### src/rtl/axis_1553_pkg.sv
// +----------------------------------------------------------------------------
// | Module  : axis_1553_pkg
// | Brief   : Shared constants and types for the MIL-STD-1553 AXIS receive decoder.
// | Revision: 1.0 - initial release
// +----------------------------------------------------------------------------
`default_nettype none

package axis_1553_pkg;

    localparam logic [1:0] SYNC_CMD  = 2'b01;
    localparam logic [1:0] SYNC_DATA = 2'b10;

    localparam int TUSER_SYNC_HI = 7;
    localparam int TUSER_SYNC_LO = 6;
    localparam int TUSER_OVERRUN = 2;
    localparam int TUSER_PERR    = 1;

    localparam int BITS_PER_WORD     = 16;
    localparam int SAMPLES_PER_FRAME = 40;

    localparam int c_SYNC_SAMPLES = 6;
    localparam int c_DATA_SAMPLES = SAMPLES_PER_FRAME - c_SYNC_SAMPLES;

    // Sync is three half-bits at one level then three at the other.
    localparam logic [5:0] c_SYNC_PAT_CMD  = 6'b111000;
    localparam logic [5:0] c_SYNC_PAT_DATA = 6'b000111;

    localparam logic [0:0] c_ST_HUNT = 1'b0;
    localparam logic [0:0] c_ST_DATA = 1'b1;

    typedef enum logic [0:0] {
        ST_HUNT = c_ST_HUNT,
        ST_DATA = c_ST_DATA
    } state_t;

    // Odd parity over data plus parity bit: the XOR of all 17 bits must be 1.
    function automatic logic parity_error(input logic [BITS_PER_WORD:0] word);
        return ~(^word);
    endfunction

endpackage

`default_nettype wire

### src/rtl/axis_1553_sampler.sv
// +----------------------------------------------------------------------------
// | Module  : axis_1553_sampler
// | Brief   : Synchronises the bus pair and strobes one sample per half-bit,
// |           re-centred on every transition of the positive line.
// | Revision: 1.0 - initial release
// +----------------------------------------------------------------------------
`default_nettype none

module axis_1553_sampler #(
    parameter int CLOCK_SPEED = 100000000,
    parameter int SAMPLE_RATE = 2000000
) (
    input  logic       aclk,
    input  logic       arstn,
    input  logic [1:0] i_diff,
    output logic       o_sample_stb,
    output logic [1:0] o_sample_diff
);

    localparam int c_DIV   = CLOCK_SPEED / SAMPLE_RATE;
    localparam int c_CNT_W = $clog2(c_DIV + 1);

    localparam logic [c_CNT_W-1:0] c_RELOAD = c_CNT_W'(c_DIV / 2);
    localparam logic [c_CNT_W-1:0] c_PERIOD = c_CNT_W'(c_DIV - 1);

    if (SAMPLE_RATE != 2000000) begin : g_bad_rate
        $error("axis_1553_sampler: SAMPLE_RATE must be 2000000");
    end

    if ((CLOCK_SPEED % SAMPLE_RATE) != 0 || c_DIV < 4) begin : g_bad_div
        $error("axis_1553_sampler: CLOCK_SPEED must be an integer multiple (>=4) of SAMPLE_RATE");
    end

    logic [1:0]         r_meta;
    logic [1:0]         r_sync;
    logic               r_prev_p;
    logic [c_CNT_W-1:0] r_cnt;
    logic               r_stb;
    logic [1:0]         r_sample;
    logic               w_edge;

    assign w_edge = r_sync[1] ^ r_prev_p;

    always_ff @(posedge aclk or negedge arstn) begin
        if (!arstn) begin
            r_meta   <= 2'b00;
            r_sync   <= 2'b00;
            r_prev_p <= 1'b0;
            r_cnt    <= '0;
            r_stb    <= 1'b0;
            r_sample <= 2'b00;
        end else begin
            r_meta   <= i_diff;
            r_sync   <= r_meta;
            r_prev_p <= r_sync[1];
            r_stb    <= 1'b0;
            if (w_edge) begin
                r_cnt <= c_RELOAD;
            end else if (r_cnt == '0) begin
                r_cnt    <= c_PERIOD;
                r_stb    <= 1'b1;
                r_sample <= r_sync;
            end else begin
                r_cnt <= r_cnt - c_CNT_W'(1);
            end
        end
    end

    assign o_sample_stb  = r_stb;
    assign o_sample_diff = r_sample;

endmodule

`default_nettype wire

### src/rtl/axis_1553_decoder.sv
// +----------------------------------------------------------------------------
// | Module  : axis_1553_decoder
// | Brief   : MIL-STD-1553 Manchester-II receive decoder with AXI-Stream output.
// |           Option macro AXIS_1553_DECODER_PARITY_DROP_EN: drop words with
// |           parity errors instead of flagging them in tuser.
// | Revision: 1.0 - initial release
// +----------------------------------------------------------------------------
`default_nettype none

module axis_1553_decoder
    import axis_1553_pkg::*;
#(
    parameter int CLOCK_SPEED = 100000000,
    parameter int SAMPLE_RATE = 2000000
) (
    input  logic        aclk,
    input  logic        arstn,
    input  logic [1:0]  diff,
    output logic [15:0] m_axis_tdata,
    output logic        m_axis_tvalid,
    output logic [7:0]  m_axis_tuser,
    input  logic        m_axis_tready
);

    logic       w_stb;
    logic [1:0] w_samp;
    logic       w_bit;
    logic       w_ok;

    axis_1553_sampler #(
        .CLOCK_SPEED (CLOCK_SPEED),
        .SAMPLE_RATE (SAMPLE_RATE)
    ) u_sampler (
        .aclk          (aclk),
        .arstn         (arstn),
        .i_diff        (diff),
        .o_sample_stb  (w_stb),
        .o_sample_diff (w_samp)
    );

    assign w_bit = w_samp[1];
    assign w_ok  = w_samp[1] ^ w_samp[0];

    state_t                 r_state,     w_state_nxt;
    logic [5:0]             r_win,       w_win_nxt;
    logic [2:0]             r_win_cnt,   w_win_cnt_nxt;
    logic [1:0]             r_sync_type, w_sync_nxt;
    logic [5:0]             r_idx,       w_idx_nxt;
    logic                   r_first,     w_first_nxt;
    logic [BITS_PER_WORD:0] r_shift,     w_shift_nxt;
    logic                   w_word_done;

    logic [5:0]             w_win_shift;
    logic [BITS_PER_WORD:0] w_pair_shift;

    assign w_win_shift  = {r_win[4:0], w_bit};
    assign w_pair_shift = {r_shift[BITS_PER_WORD-1:0], r_first};

    always_ff @(posedge aclk or negedge arstn) begin
        if (!arstn) begin
            r_state     <= ST_HUNT;
            r_win       <= '0;
            r_win_cnt   <= '0;
            r_sync_type <= 2'b00;
            r_idx       <= '0;
            r_first     <= 1'b0;
            r_shift     <= '0;
        end else begin
            r_state     <= w_state_nxt;
            r_win       <= w_win_nxt;
            r_win_cnt   <= w_win_cnt_nxt;
            r_sync_type <= w_sync_nxt;
            r_idx       <= w_idx_nxt;
            r_first     <= w_first_nxt;
            r_shift     <= w_shift_nxt;
        end
    end

    always_comb begin
        w_state_nxt   = r_state;
        w_win_nxt     = r_win;
        w_win_cnt_nxt = r_win_cnt;
        w_sync_nxt    = r_sync_type;
        w_idx_nxt     = r_idx;
        w_first_nxt   = r_first;
        w_shift_nxt   = r_shift;
        w_word_done   = 1'b0;

        case (r_state)
            ST_HUNT: begin
                if (w_stb) begin
                    if (!w_ok) begin
                        w_win_nxt     = '0;
                        w_win_cnt_nxt = '0;
                    end else begin
                        w_win_nxt = w_win_shift;
                        if (r_win_cnt < 3'd6) begin
                            w_win_cnt_nxt = r_win_cnt + 3'd1;
                        end
                        // A match needs six consecutive valid samples in the window.
                        if (r_win_cnt >= 3'd5) begin
                            if (w_win_shift == c_SYNC_PAT_CMD || w_win_shift == c_SYNC_PAT_DATA) begin
                                w_sync_nxt    = (w_win_shift == c_SYNC_PAT_CMD) ? SYNC_CMD : SYNC_DATA;
                                w_state_nxt   = ST_DATA;
                                w_idx_nxt     = '0;
                                w_shift_nxt   = '0;
                                w_win_nxt     = '0;
                                w_win_cnt_nxt = '0;
                            end
                        end
                    end
                end
            end
            ST_DATA: begin
                if (w_stb) begin
                    if (!w_ok) begin
                        w_state_nxt = ST_HUNT;
                    end else if (!r_idx[0]) begin
                        w_first_nxt = w_bit;
                        w_idx_nxt   = r_idx + 6'd1;
                    end else if (r_first == w_bit) begin
                        w_state_nxt = ST_HUNT;
                    end else begin
                        w_shift_nxt = w_pair_shift;
                        if (r_idx == 6'(c_DATA_SAMPLES - 1)) begin
                            w_word_done = 1'b1;
                            w_state_nxt = ST_HUNT;
                        end else begin
                            w_idx_nxt = r_idx + 6'd1;
                        end
                    end
                end
            end
            default: begin
                w_state_nxt = ST_HUNT;
            end
        endcase
    end

    logic [BITS_PER_WORD-1:0] r_tdata;
    logic                     r_tvalid;
    logic [7:0]               r_tuser;
    logic [7:0]               w_tuser;
    logic                     w_perr;
    logic                     w_perr_flag;
    logic                     w_deliver;

    assign w_perr = parity_error(w_pair_shift);

`ifdef AXIS_1553_DECODER_PARITY_DROP_EN
    assign w_deliver   = w_word_done && !w_perr;
    assign w_perr_flag = 1'b0;
`else
    assign w_deliver   = w_word_done;
    assign w_perr_flag = w_perr;
`endif

    always_comb begin
        w_tuser                              = '0;
        w_tuser[TUSER_SYNC_HI:TUSER_SYNC_LO] = r_sync_type;
        w_tuser[TUSER_OVERRUN]               = r_tvalid && !m_axis_tready;
        w_tuser[TUSER_PERR]                  = w_perr_flag;
    end

    always_ff @(posedge aclk or negedge arstn) begin
        if (!arstn) begin
            r_tdata  <= '0;
            r_tvalid <= 1'b0;
            r_tuser  <= '0;
        end else if (w_deliver) begin
            r_tdata  <= w_pair_shift[BITS_PER_WORD:1];
            r_tvalid <= 1'b1;
            r_tuser  <= w_tuser;
        end else if (r_tvalid && m_axis_tready) begin
            r_tvalid <= 1'b0;
        end
    end

    assign m_axis_tdata  = r_tdata;
    assign m_axis_tvalid = r_tvalid;
    assign m_axis_tuser  = r_tuser;

endmodule

`default_nettype wire

### config.mk
export PLATFORM = sky130hd
export DESIGN_NAME = axis_1553_decoder
export DESIGN_NICKNAME = d
export VERILOG_FILES = /design/src/rtl/axis_1553_pkg.sv /design/src/rtl/axis_1553_sampler.sv /design/src/rtl/axis_1553_decoder.sv
export SDC_FILE = /design/constraint.sdc
export NUM_CORES = 1
export LEC_CHECK = 0
export ABC_AREA = 1
export ABC_CLOCK_PERIOD_IN_PS = 1500
export BUFFER_PORTS_ARGS = -buffer_cell sky130_fd_sc_hd__buf_2
export CAP_MARGIN = 10
export CORE_MARGIN = 3
export CORE_UTILIZATION = 53
export CTS_CLUSTER_SIZE = 24
export DETAILED_ROUTE_END_ITERATION = 8
export GPL_ROUTABILITY_DRIVEN = 0
export PLACE_DENSITY = 0.78
export SLEW_MARGIN = 25
export SYNTH_ARGS = -nofsm -noshare
export SYNTH_HDL_FRONTEND = slang
export SYNTH_SLANG_ARGS = --single-unit
### constraint.sdc
create_clock -name aclk -period 1.5 [get_ports aclk]
set_input_delay 0.225 -clock aclk [delete_from_list [all_inputs] [get_ports aclk]]
set_output_delay 0.225 -clock aclk [all_outputs]
set_load 0.02 [all_outputs]
======== After elaboration in Yosys (flattened, before gate mapping) ========
Cells that the tools add are included.
word-level totals
  register bits after elaboration ......... 69
  bits of input ports ..................... 5
  output and inout bits ................... 25
  word-level logic and storage cells ...... 105
cells by class
  add/sub/neg operators ................... 3
  order comparisons ....................... 2
  equality and inequality tests ........... 14
  multiplexer cells ....................... 49
  bitwise gates (word level) .............. 6
  reduce and logical (&&, ||, !) cells .... 14
operator list
  operator             count
  $mux 16              8
  $mux 6               11
  $pmux 16 s2          1
  $mux 1               19
  $reduce_xor 17->1    1
  $reduce_and 8->1     2
  $mux 5               3
  $eq 6x6->1 const B   2
  $mux 3               4
  $pmux 6 s2           1
  $ne 2x2->1 const B   5
  $add 6x1->6 const B  1
  $eq 6x3->1 const B   1
  $logic_not 6->1      1
  $ne 2x1->1 const B   3
  $ne 3x3->1 const B   2
  $reduce_and 6->1     1
  $sub 6x1->6 const B  1
  $reduce_and 5->1     1
  $not 1->1            4
  $reduce_and 2->1     2
  $reduce_and 4->1     1
  $add 3x1->3 const B  1
  $ge 3x3->1 const B   1
  9 further kinds      11

======== Logic depth before layout (Yosys ltp) ========
Gate-level depths: netlist of run 1.
  depth in word-level cells ............... 8
  mapped depth ............................ 12

======== Hierarchy ========
Synthesis of run 1 repeated with hierarchy kept, for this count alone.
unflattened totals
  cells, all modules ...................... 401
  area, all modules ....................... 3,489.6 um^2
modules (own cells, without submodules)
  module             instances  cells an instance  area an instance (um^2)
  axis_1553_decoder  1          346                2,889.0
  axis_1553_sampler  1          55                 600.6

======== Least setup slack after synthesis of run 1 ========
OpenSTA, ideal clock, no wires.
  path type ............................... register to register
  start point ............................. register r_idx[0]
  end point ............................... register r_tuser[1] (netlist: m_axis_tuser[1])
  arrival ................................. 1,441 ps
  required time ........................... 1,383 ps
  setup slack ............................. -58 ps
  stages on the path, launching flop included .. 8
  buffers on the path ..................... 0
  period minus slack after synthesis ...... 1,558 ps
  cells stage by stage .................... dfrtp_1 -> ha_1 -> nand3_1 -> nor2_1 -> nand3_1 -> nor4_1 -> nand2b_1 -> nand2_1
on the way
  longest elaborated chain between the ends .. 7
RTL lines
  what                    line                      source
  start, declared         axis_1553_decoder.sv:48   logic [5:0] r_idx, w_idx_nxt;
  start signal, assigned  axis_1553_decoder.sv:73   r_idx <= w_idx_nxt;
  $eq 6x6->1              axis_1553_decoder.sv:125  if (r_idx == 6'(c_DATA_SAMPLES - 1)) begin
  $mux 1                  axis_1553_decoder.sv:125
  $mux 1                  axis_1553_decoder.sv:121  end else if (r_first == w_bit) begin
  $mux 1 *                axis_1553_decoder.sv:118  end else if (!r_idx[0]) begin
  $mux 1 *                axis_1553_decoder.sv:116  if (!w_ok) begin
  $mux 1 *                axis_1553_decoder.sv:115  if (w_stb) begin
  $mux 1 *                axis_1553_decoder.sv:89   case (r_state)
  end signal, assigned    axis_1553_decoder.sv:173  r_tuser <= w_tuser;
  end, declared           axis_1553_decoder.sv:142  logic [7:0] r_tuser;
Mark *: on every way between the ends. The rest lies on a longest branch, timed or not.
A chain may end at the register's enable or synchronous reset.

======== Worst setup path after layout of run 1 ========
  start point ............................. register u_sampler.r_sample[1] (netlist: u_sampler.o_sample_diff[1])
  end point ............................... register r_shift[2]
on the way
  longest elaborated chain between the ends .. 4
  elaborated cells on any way between the ends .. 10
  those cells by class .................... 7 x eq/ne; 1 x bitwise; 2 x reduce/logical
RTL lines
  what                                      line                      source
  start, declared                           axis_1553_sampler.sv:39   logic [1:0] r_sample;
  start signal, assigned                    axis_1553_sampler.sv:62   r_sample <= r_sync;
  $eq 6x6->1 or $eq 6x3->1 (tied branches)  axis_1553_decoder.sv:102  if (w_win_shift == c_SYNC_PAT_CMD || w_win_shift == c_SYNC_PAT_DATA) begin
  $logic_or 1x1->1                          axis_1553_decoder.sv:102
  $ne 2x2->1 (no line)                      n/a
  $reduce_and 8->1 (no line) *              n/a
  end signal, assigned                      axis_1553_decoder.sv:75   r_shift <= w_shift_nxt;
  end, declared                             axis_1553_decoder.sv:50   logic [BITS_PER_WORD:0] r_shift, w_shift_nxt;
Marked as above.

==> impl_metrics.yaml, run 1 <==
floorplan:
  die_area_mm2: 0.007307
  num_rows: 28
  fp.dieH_um: 85.48
  start_util: 0.5556
  fp.dieW_um: 85.48
  core_mm2: 0.006026
  ios: 30
routing:
  drc: 0
  drtPass1Iterations: 4
  vias: 2721
  detail-route-antenna-nets: 0
  routed_via_density: 5.173
  first_iter_violations: 108
  routed_wl_um: 6854
  wl_per_cell_um: 13.03
sta:
  fin_crit_sh: 1.038
  fin_skew_ns: 0.01079
  fin_crit_ns: 1.558
  finalWorstSetupSlack_ns: -0.05763
  rsz0062_at_grt: "true"
  timing.fmax_ghz: 0.6420
  maxSlewViolCount: 0
  setup_viol: 15
  hold_viol: 0
  setup-tns-final_ns: -0.4466
yosys:
  yosysMostFrequentCell: "nand2_1"
  yosysSeqAreaShare: 0.5157
  yosysTopAreaCell: "dfrtp_1"
  yosys_most_used_dff: "dfrtp_1"
  ys.warnings.count: 0
  syn_area_mm2: 0.003348
  synth.area.top_cells: "dfrtp_1, nand2_1, inv_1"
  synth_cells: 388
  synth_top_area_frac: 0.5157
  syn_avg_cell_area_um2: 8.629
  ys_ff_latch: 69
  synth_edf_count: 0
  async_reset_ff_frac: 1.000
  synth_top_cells_by_count: "nand2_1, dfrtp_1, inv_1, nand3_1, o21ai_0"
  synth_cell_types: 31
pwr:
  powerDensity_mw_per_mm2: 869.6
  ir_drop_uv: 942.8
  p_leak_uw: 0.002037
global_route:
  grt_pass1_wl_um: 10710
  grt_max_degree: 70
  grtUsageTotal: 0.1844
  grt_pass1_vias: 2490
  antenna_found_initial: 0
  grt-ovfl-total: 0
layout:
  num_antenna_cells: 0
  final_nets: 457
  drive_gt1_frac: 0.2572
  post-route-util: 0.6871
  fin_cells: 526
  synthToLayoutAreaGrowth_pct: 23.65
worst_setup_path:
  startpoint_type: "flip-flop"
  path_max_fanout: 8
  cp.arrival_ns: 1.82
  required_ns: 1.76
  reg2reg_depth: 8
  reg2reg_from: "u_sampler.o_sample_diff[1]"
  cp-end-kind: "flip-flop"
  setup.reg_to_reg.worst_slack_ns: -0.06
  path_class: "flip-flop to flip-flop"
  path_cells: "buf_4, nand4_1, nand2_2, nand3_4, nand2_4, clkbuf_16, nand3_1, o21ai_0"
  cpMaxStageDelayCell: "dfrtp_2"
  r2r-end: "r_shift[2]"
  critPathMaxStageDelay_ns: 0.48
placement:
  place_inst: 499
  dp_hpwl_um: 4240
  portBuffers: 25
  dp_slack_ns: -0.05365
outcome:
  status: "complete, but fails checks"
  violations: "negative setup slack"
cts:
  cts_max_level: 3
  cts_buffers: 9
  clockBufferDepth: 2
  clock_latency_ns: 0.35
  cts-root-buf: "clkbuf_8"
  cts_tree: "done"
  cts_sinks: 69
  clk_pin_slew_ns: 0.07
min_path:
  min_path_cells: 4
  hp-start: "m_axis_tready"
  min_to: "m_axis_tvalid"
  hold_class: "primary input to flip-flop"
flow_run:
  maxCapViolations: 0
-- worst max path at each step --
stage	startpoint	end	slack [ns]	cells past startpoint
2_1_floorplan	r_idx[0]	m_axis_tuser[1]	0.01	7
3_3_place_gp	u_sampler.o_sample_diff[1]	r_shift[0]	0.01	7
3_5_place_dp	r_idx[1]	m_axis_tuser[1]	-0.05	9
4_1_cts	r_idx[1]	m_axis_tuser[1]	-0.03	9
5_1_grt	u_sampler.o_sample_diff[1]	r_shift[8]	-0.12	7
6_report	u_sampler.o_sample_diff[1]	r_shift[2]	-0.06	8
-- report_power, final --
group / total (uW) / leakage [uW] / internal [uW] / switching (uW)
logic: 181 / 0.00101 / 73.5 / 107
clock network: 1490 / 0.0000964 / 809 / 681
registers: 1930 / 0.000932 / 1900 / 33.0
-- logic make-up (layout without fill, tap and decap cells) --
family,after synthesis,in the layout,synth area share
AO/OA/AOI/OAI,62,62,0.1091
XOR/XNOR,15,15,0.04148
adder cells (fa/ha/maj),6,6,0.02242
buffers and inverters,63,122,0.09006
flip-flops,69,69,0.5157
other,1,4,0.001120
AND/OR/NAND/NOR,172,173,0.2201
-- registers in the layout, summed over array words and instances (netlist names) --
name	cells
u_sampler.r_prev_p	1
r_first	1
u_sampler.r_meta	2
r_sync_type	2
m_axis_tuser	4
r_shift	16
u_sampler.o_sample_stb	1
r_win	5
u_sampler.o_sample_diff	2
r_win_cnt	3
u_sampler.r_cnt	6
m_axis_tdata	16
u_sampler.r_sync	2
r_idx	6
r_state	1
m_axis_tvalid	1
-- critical path, delay by kind of cell, from the launching register on --
| family | cells | cell delay (ns) |
|---|---|---|
| buf+inv | 2 | 0.33 |
| flops | 1 | 0.48 |
| compound gates | 1 | 0.08 |
| simple gates | 5 | 0.59 |
-- metrics by stage --
stage / total power [uW] / hold slack [ns] / area, um2
5_1_grt: 3735 / 0.1685 / 4140
4_1_cts: 3624 / 0.1375 / 3954
6_report: 3600 / 0.1505 / 4140
3_5_place_dp: 2131 / 0.2762 / 3671
2_1_floorplan: 2062 / -0.07059 / 3362
3_3_place_gp: 2127 / 0.2737 / 3671
-- per-layer routing --
layer  share of wire  GRT usage  wire, um
met4           0.025     0.1036       172
met2            0.51     0.3001      3512
met3           0.036    0.04563       249
met5               0          0         0
met1            0.43     0.2231      2919
-- area by class of cell --
type / instances / area, um2
Clock buffer: 12 / 145.1
Clock inverter: 4 / 47.55
Fill cell: 442 / 1886
Inverter: 48 / 181.4
Multi-Input combinational cell: 260 / 1484
Sequential cell: 69 / 1728
Tap cell: 75 / 93.84
Timing Repair Buffer: 58 / 460.4
-- repair_timing --
item	CTS	global route
gates cloned	0	3
hold endpoints to repair	71	0
resized for setup	11	30
hold buffers	3	0
setup buffers	2	3
pin swaps	6	10
setup endpoints to repair	38	46
-- cell usage in the layout, fill, tap and decap left out, types with 3 or more instances in the layout --
cell type and n:
inv_2 3, nand3_2 6, clkbuf_8 10, buf_2 25, nand3_4 3, o21ai_1 15
conb_1 4, buf_12 3, inv_1 44, xor2_1 8, dlygate4sd3_1 3, buf_4 23
clkinv_2 3, nand2_2 8, dfrtp_1 68, nand4_1 6, a21oi_1 6, nand3_1 23
xnor2_1 4, ha_1 3, o22ai_1 6, o21ai_0 18, nand2_1 99, o21ai_2 12
nor2_1 19
Power figures use the tool's default switching activity.
==> inputs of run 2 (changes only) <==
--- a/config.mk
+++ b/config.mk
@@ -11,10 +11,12 @@
 export CAP_MARGIN = 10
 export CORE_MARGIN = 3
 export CORE_UTILIZATION = 53
+export CTS_CLUSTER_DIAMETER = 120
 export CTS_CLUSTER_SIZE = 24
 export DETAILED_ROUTE_END_ITERATION = 8
 export GPL_ROUTABILITY_DRIVEN = 0
 export PLACE_DENSITY = 0.78
+export SETUP_SLACK_MARGIN = 0.1
 export SLEW_MARGIN = 25
 export SYNTH_ARGS = -nofsm -noshare
 export SYNTH_HDL_FRONTEND = slang
==> run 2 against run 1 <==
The flow still finishes with violations (negative setup slack). Final cell count fell by 0.38%. Register-to-register slack gained 0.02 ns. Cell area up 2.1%. Non-clock buffer count shrank 2. Core utilization up 1.5 points. First-iteration DRC count grew 9.3%. Worst hold slack worse by 0.0028 ns. Flip-flop and latch count unchanged. Clock-buffer cell count down 2. Die area did not move. Setup slack better by 0.021 ns. Critical endpoint is now r_idx[3].
==> impl_metrics.yaml, run 2 (synthesis results as in run 1) <==
pwr:
  pwr-share-comb: 0.046
  p_leak_uw: 0.002081
  p_int_uw: 3289
  clockPowerShare: 0.487
  powerDensity_mw_per_mm2: 978.4
  p_sw_frac: 0.2052
  finalPower_uw: 4138
  ir_drop_uv: 921.8
  pwr-share-seq: 0.466
  switching_power_uw: 849.3
global_route:
  grt_max_degree: 39
  grt_pass1_wl_um: 11720
  grt-ovfl-total: 0
  grt_pass1_vias: 2740
  antenna_found_initial: 0
  grtUsageTotal: 0.2016
worst_setup_path:
  startpoint_type: "flip-flop"
  setup.reg_to_reg.worst_slack_ns: -0.04
  cp-end-kind: "flip-flop"
  required_ns: 1.74
  reg2reg_depth: 11
  r2r-end: "r_idx[3]"
  reg2reg_from: "r_idx[1]"
  cp.arrival_ns: 1.77
  path_max_fanout: 5
  path_class: "flip-flop to flip-flop"
routing:
  wl_per_cell_um: 13.50
  detail-route-antenna-nets: 0
  routed_via_density: 5.179
  drc: 0
  routed_wl_um: 7075
  vias: 2714
  first_iter_violations: 118
  drtPass1Iterations: 4
layout:
  final_cell_mix: "nand2_1, dfrtp_1, inv_1"
  mostFrequentLayoutCell: "nand2_1"
  drive_gt1_frac: 0.2717
  num_antenna_cells: 0
  stdcell_area_mm2: 0.004229
  post-route-util: 0.7018
  n_fill_cell: 464
  final_nets: 455
  synthToLayoutAreaGrowth_pct: 26.31
floorplan:
  fp.dieH_um: 85.48
  fp.dieW_um: 85.48
  core_mm2: 0.006026
  ios: 30
  num_rows: 28
  die_area_mm2: 0.007307
  start_util: 0.5556
sta:
  maxSlewViolCount: 0
  finalWorstSetupSlack_ns: -0.03623
  timing.fmax_ghz: 0.6509
  rsz0062_at_grt: "true"
  setup_viol: 3
  hold_viol: 0
  fin_crit_ns: 1.536
  holdWs_ns: 0.1477
  fin_skew_ns: 0.008903
  fin_crit_sh: 1.024
cts:
  cts_max_level: 3
  cts_buffers: 9
  clockBufferDepth: 2
  cts-root-buf: "clkbuf_8"
  clk_pin_slew_ns: 0.07
  clock_latency_ns: 0.35
  cts_tree: "done"
  cts_sinks: 69
min_path:
  hp-start: "m_axis_tready"
  hold_class: "primary input to flip-flop"
  min_path_cells: 4
  min_to: "m_axis_tvalid"
outcome:
  status: "complete, but fails checks"
  violations: "negative setup slack"
placement:
  dp_slack_ns: -0.1074
  dp_hpwl_um: 4728
  portBuffers: 25
  place_area_mm2: 0.003695
flow_run:
  maxCapViolations: 0
[run 2: cell count changes in the layout (fill, tap and decap cells not counted), moves of 3 or more]
cell       delta
nand2_1       -5
o21ai_1       -4
o21ai_0       +3
nand2_4       +3
nand3_1       +4
bufinv_16     +3
nand3_2       -3
[run 2: how the worst max path moves through the flow]
| stage | startpoint | to | slack, ns | cells past startpoint |
|---|---|---|---|---|
| 2_1_floorplan | u_sampler.o_sample_diff[1] | m_axis_tdata[13] | 0.06 | 9 |
| 3_3_place_gp | u_sampler.o_sample_diff[1] | r_idx[3] | -0.08 | 10 |
| 3_5_place_dp | u_sampler.o_sample_diff[1] | r_idx[3] | -0.11 | 10 |
| 4_1_cts | u_sampler.o_sample_diff[1] | r_shift[4] | -0.0009 | 8 |
| 5_1_grt | u_sampler.o_sample_diff[1] | r_shift[15] | -0.16 | 6 |
| 6_report | r_idx[1] | r_idx[3] | -0.04 | 11 |
[run 2: what timing repair did]
action                                  in CTS  in global routing
endpoints found under the setup margin      54                 56
endpoints found under the hold margin       71                  0
pin swaps                                   10                 17
gates resized for setup                     19                 24
hold buffers                                 3                  0
buffers inserted                             2                  4
cloned                                       1                  1
[run 2: power by group through the flow]
| stage | logic [uW] | registers (uW) | clock network (uW) |
|---|---|---|---|
| after floorplan | 113 | 1950 | 0 |
| after global placement | 170 | 1960 | 0 |
| after detailed placement | 178 | 1960 | 0 |
| after CTS | 191 | 1930 | 2040 |
| after global routing | 223 | 1930 | 2140 |
| final | 192 | 1930 | 2020 |
[run 2: final cells by class]
class                   instances  area [um2]  area share
well taps                      75       93.84     0.02219
clock inverters                 6       133.9     0.03166
repair buffers                 56       427.9      0.1012
flip-flops and latches         69        1730      0.4092
inverters                      48       183.9     0.04349
multi-input cells             260        1521      0.3598
clock buffers                  10       137.6     0.03254
[run 2: worst max-delay path, cell delays in order (launching register included)]
cell and delay (ns):
dfrtp_1 0.39, inv_2 0.08, ha_4 0.14, nand3_4 0.06, nor2_4 0.18, o21ai_2 0.10, nand2_2 0.16, nand2_8 0.09
inv_4 0.06, nor2_2 0.03, nor2_1 0.09, nor2_1 0.05
[run 2: stage by stage]
| stage | instances | setup TNS [ns] |
|---|---|---|
| 2_1_floorplan | 391 | 0 |
| 6_report | 524 | -0.05405 |
| 3_3_place_gp | 498 | -0.2674 |
| 3_5_place_dp | 498 | -1.102 |
| 5_1_grt | 524 | -3.395 |
| 4_1_cts | 520 | -0.001483 |
[run 2: layer usage]
metal / share of wire / vias up / global-route usage
met5: 0 / - / 0
met4: 0.017 / 0 / 0.09496
met3: 0.033 / 13 / 0.03883
met2: 0.54 / 47 / 0.3637
met1: 0.41 / 1312 / 0.2276
li1: - / 1342 / -
==> inputs of run 3 (changes only) <==
--- a/config.mk
+++ b/config.mk
@@ -16,6 +16,7 @@
 export DETAILED_ROUTE_END_ITERATION = 8
 export GPL_ROUTABILITY_DRIVEN = 0
 export PLACE_DENSITY = 0.78
+export REMOVE_ABC_BUFFERS = 1
 export SETUP_SLACK_MARGIN = 0.1
 export SLEW_MARGIN = 25
 export SYNTH_ARGS = -nofsm -noshare
==> run 3 against run 2 <==
The flow still finishes with violations (negative setup slack). Cell area rose by 2.5%. Global-route usage rose by 1.5 points. Clock skew rose by 0.0013 ns. Total power fell by 18%. Via count rose by 5.0%. Clock power fell by 38%. Sequential power barely moved. First-iteration DRC count rose by 22%. Final cell count rose by 1.9%. Largest power group is now registers.
==> impl_metrics.yaml, run 3 (synthesis results as in run 1) <==
global_route:
  grtUsageTotal: 0.2161
  grt_pass1_vias: 2761
  grt-ovfl-total: 0
  grt_pass1_wl_um: 12410
  antenna_found_initial: 0
  grt_max_degree: 70
cts:
  cts_buffers: 9
  cts_max_level: 3
  clockBufferDepth: 2
  cts-root-buf: "clkbuf_8"
  cts_sinks: 69
  clk_pin_slew_ns: 0.07
  clock_latency_ns: 0.35
  cts_tree: "done"
min_path:
  hold_class: "primary input to flip-flop"
  min_path_cells: 4
  min_to: "m_axis_tvalid"
  hp-start: "m_axis_tready"
sta:
  fin_crit_sh: 1.044
  rsz0062_at_grt: "true"
  setup_viol: 40
  maxSlewViolCount: 0
  holdWs_ns: 0.1375
  finalWorstSetupSlack_ns: -0.06600
  timing.fmax_ghz: 0.6386
  hold_viol: 0
  setup-tns-final_ns: -1.305
  fin_skew_ns: 0.01023
  fin_crit_ns: 1.566
floorplan:
  fp.dieH_um: 85.48
  die_area_mm2: 0.007307
  fp.dieW_um: 85.48
  ios: 30
  start_util: 0.5556
  core_mm2: 0.006026
  num_rows: 28
worst_setup_path:
  critPathMaxStageDelay_ns: 0.49
  path_cells: "xor2_2, nand2_2, nor2_4, nand2_2, nand2_4, clkbuf_16, nand3_2, o21ai_1"
  reg2reg_from: "u_sampler.o_sample_diff[1]"
  path_max_fanout: 8
  setup.reg_to_reg.worst_slack_ns: -0.07
  path_class: "flip-flop to flip-flop"
  required_ns: 1.77
  r2r-end: "r_shift[1]"
  cpMaxStageDelayCell: "dfrtp_2"
  cp.arrival_ns: 1.84
  startpoint_type: "flip-flop"
  cp-end-kind: "flip-flop"
  reg2reg_depth: 8
  crit_path_frequent_cell: "nand2_2"
pwr:
  p_leak_uw: 0.002091
  ir_drop_uv: 680.6
  powerDensity_mw_per_mm2: 778.8
  finalPower_uw: 3377
outcome:
  violations: "negative setup slack"
  status: "complete, but fails checks"
routing:
  detail-route-antenna-nets: 0
  routed_wl_um: 7535
  wl_per_cell_um: 14.11
  drtPass1Iterations: 4
  first_iter_violations: 144
  routed_via_density: 5.335
  vias: 2849
  drc: 0
placement:
  portBuffers: 25
  dp_hpwl_um: 4198
layout:
  num_antenna_cells: 0
  drive_gt1_frac: 0.3224
  mostFrequentLayoutCell: "nand2_1"
  final_cell_mix: "nand2_1, dfrtp_1, inv_1"
  synthToLayoutAreaGrowth_pct: 29.48
  final_nets: 467
flow_run:
  maxCapViolations: 0
[run 3: repair_timing]
| action | 4_1_cts | 5_1_grt |
|---|---|---|
| hold endpoints to repair | 71 | 0 |
| endpoints found under the setup margin | 54 | 56 |
| buffers inserted | 11 | 4 |
| pin swaps | 6 | 9 |
| gates resized for setup | 69 | 22 |
| gates cloned | 2 | 1 |
| hold buffers | 3 | 0 |
[run 3: how the worst max path moves through the flow]
stage                                from          endpoint  slack, ns
3_3_place_gp                     r_idx[1]          r_idx[3]      -0.09
3_5_place_dp                     r_idx[1]          r_idx[3]      -0.20
2_1_floorplan                     r_state  m_axis_tdata[10]      -0.37
6_report       u_sampler.o_sample_diff[1]        r_shift[1]      -0.07
5_1_grt        u_sampler.o_sample_diff[1]          r_idx[3]      -0.16
4_1_cts                          r_idx[1]   m_axis_tuser[1]      -0.02
[run 3: area by class of cell]
class                      instances  area [um2]
sequential                        69        1728
fill                             414        1690
multi-input combinational        260        1625
timing repair buffer              68       554.3
inverter                          48       186.4
clock buffer                      12       135.1
tap                               75       93.84
clock inverter                     2       12.51
[run 3: routing by layer]
| metal | global-route usage | up-vias | part of all wire |
|---|---|---|---|
| li1 | - | 1384 | - |
| met1 | 0.2662 | 1387 | 0.44 |
| met2 | 0.3616 | 62 | 0.51 |
| met3 | 0.05922 | 16 | 0.035 |
| met4 | 0.08345 | 0 | 0.021 |
| met5 | 0 | - | 0 |
[run 3: worst max-delay path, delay by kind of cell, from the launching register on]
kind            cells  cell delay [ns]
xor+xnor            1             0.19
simple gates        5             0.52
compound gates      1             0.08
flops               1             0.49
buf+inv             1             0.18
[run 3: through the flow]
| stage | setup WS [ns] | instances | util | instance area (um2) |
|---|---|---|---|---|
| after CTS | -0.01602 | 530 | 0.6962 | 4195 |
| after detailed placement | -0.1992 | 500 | 0.6101 | 3676 |
| after global routing | -0.1596 | 534 | 0.7195 | 4335 |
| after floorplan | -0.3728 | 376 | - | 3239 |
| final | -0.06600 | 534 | 0.7195 | 4335 |
| after global placement | -0.09324 | 500 | 0.6101 | 3676 |
[run 3: where the power goes]
| part | total [uW] | switching (uW) | internal [uW] |
|---|---|---|---|
| clock network | 1250 | 669 | 581 |
| logic | 195 | 120 | 74.9 |
| registers | 1930 | 35.7 | 1900 |
| total | 3380 | 824 | 2550 |
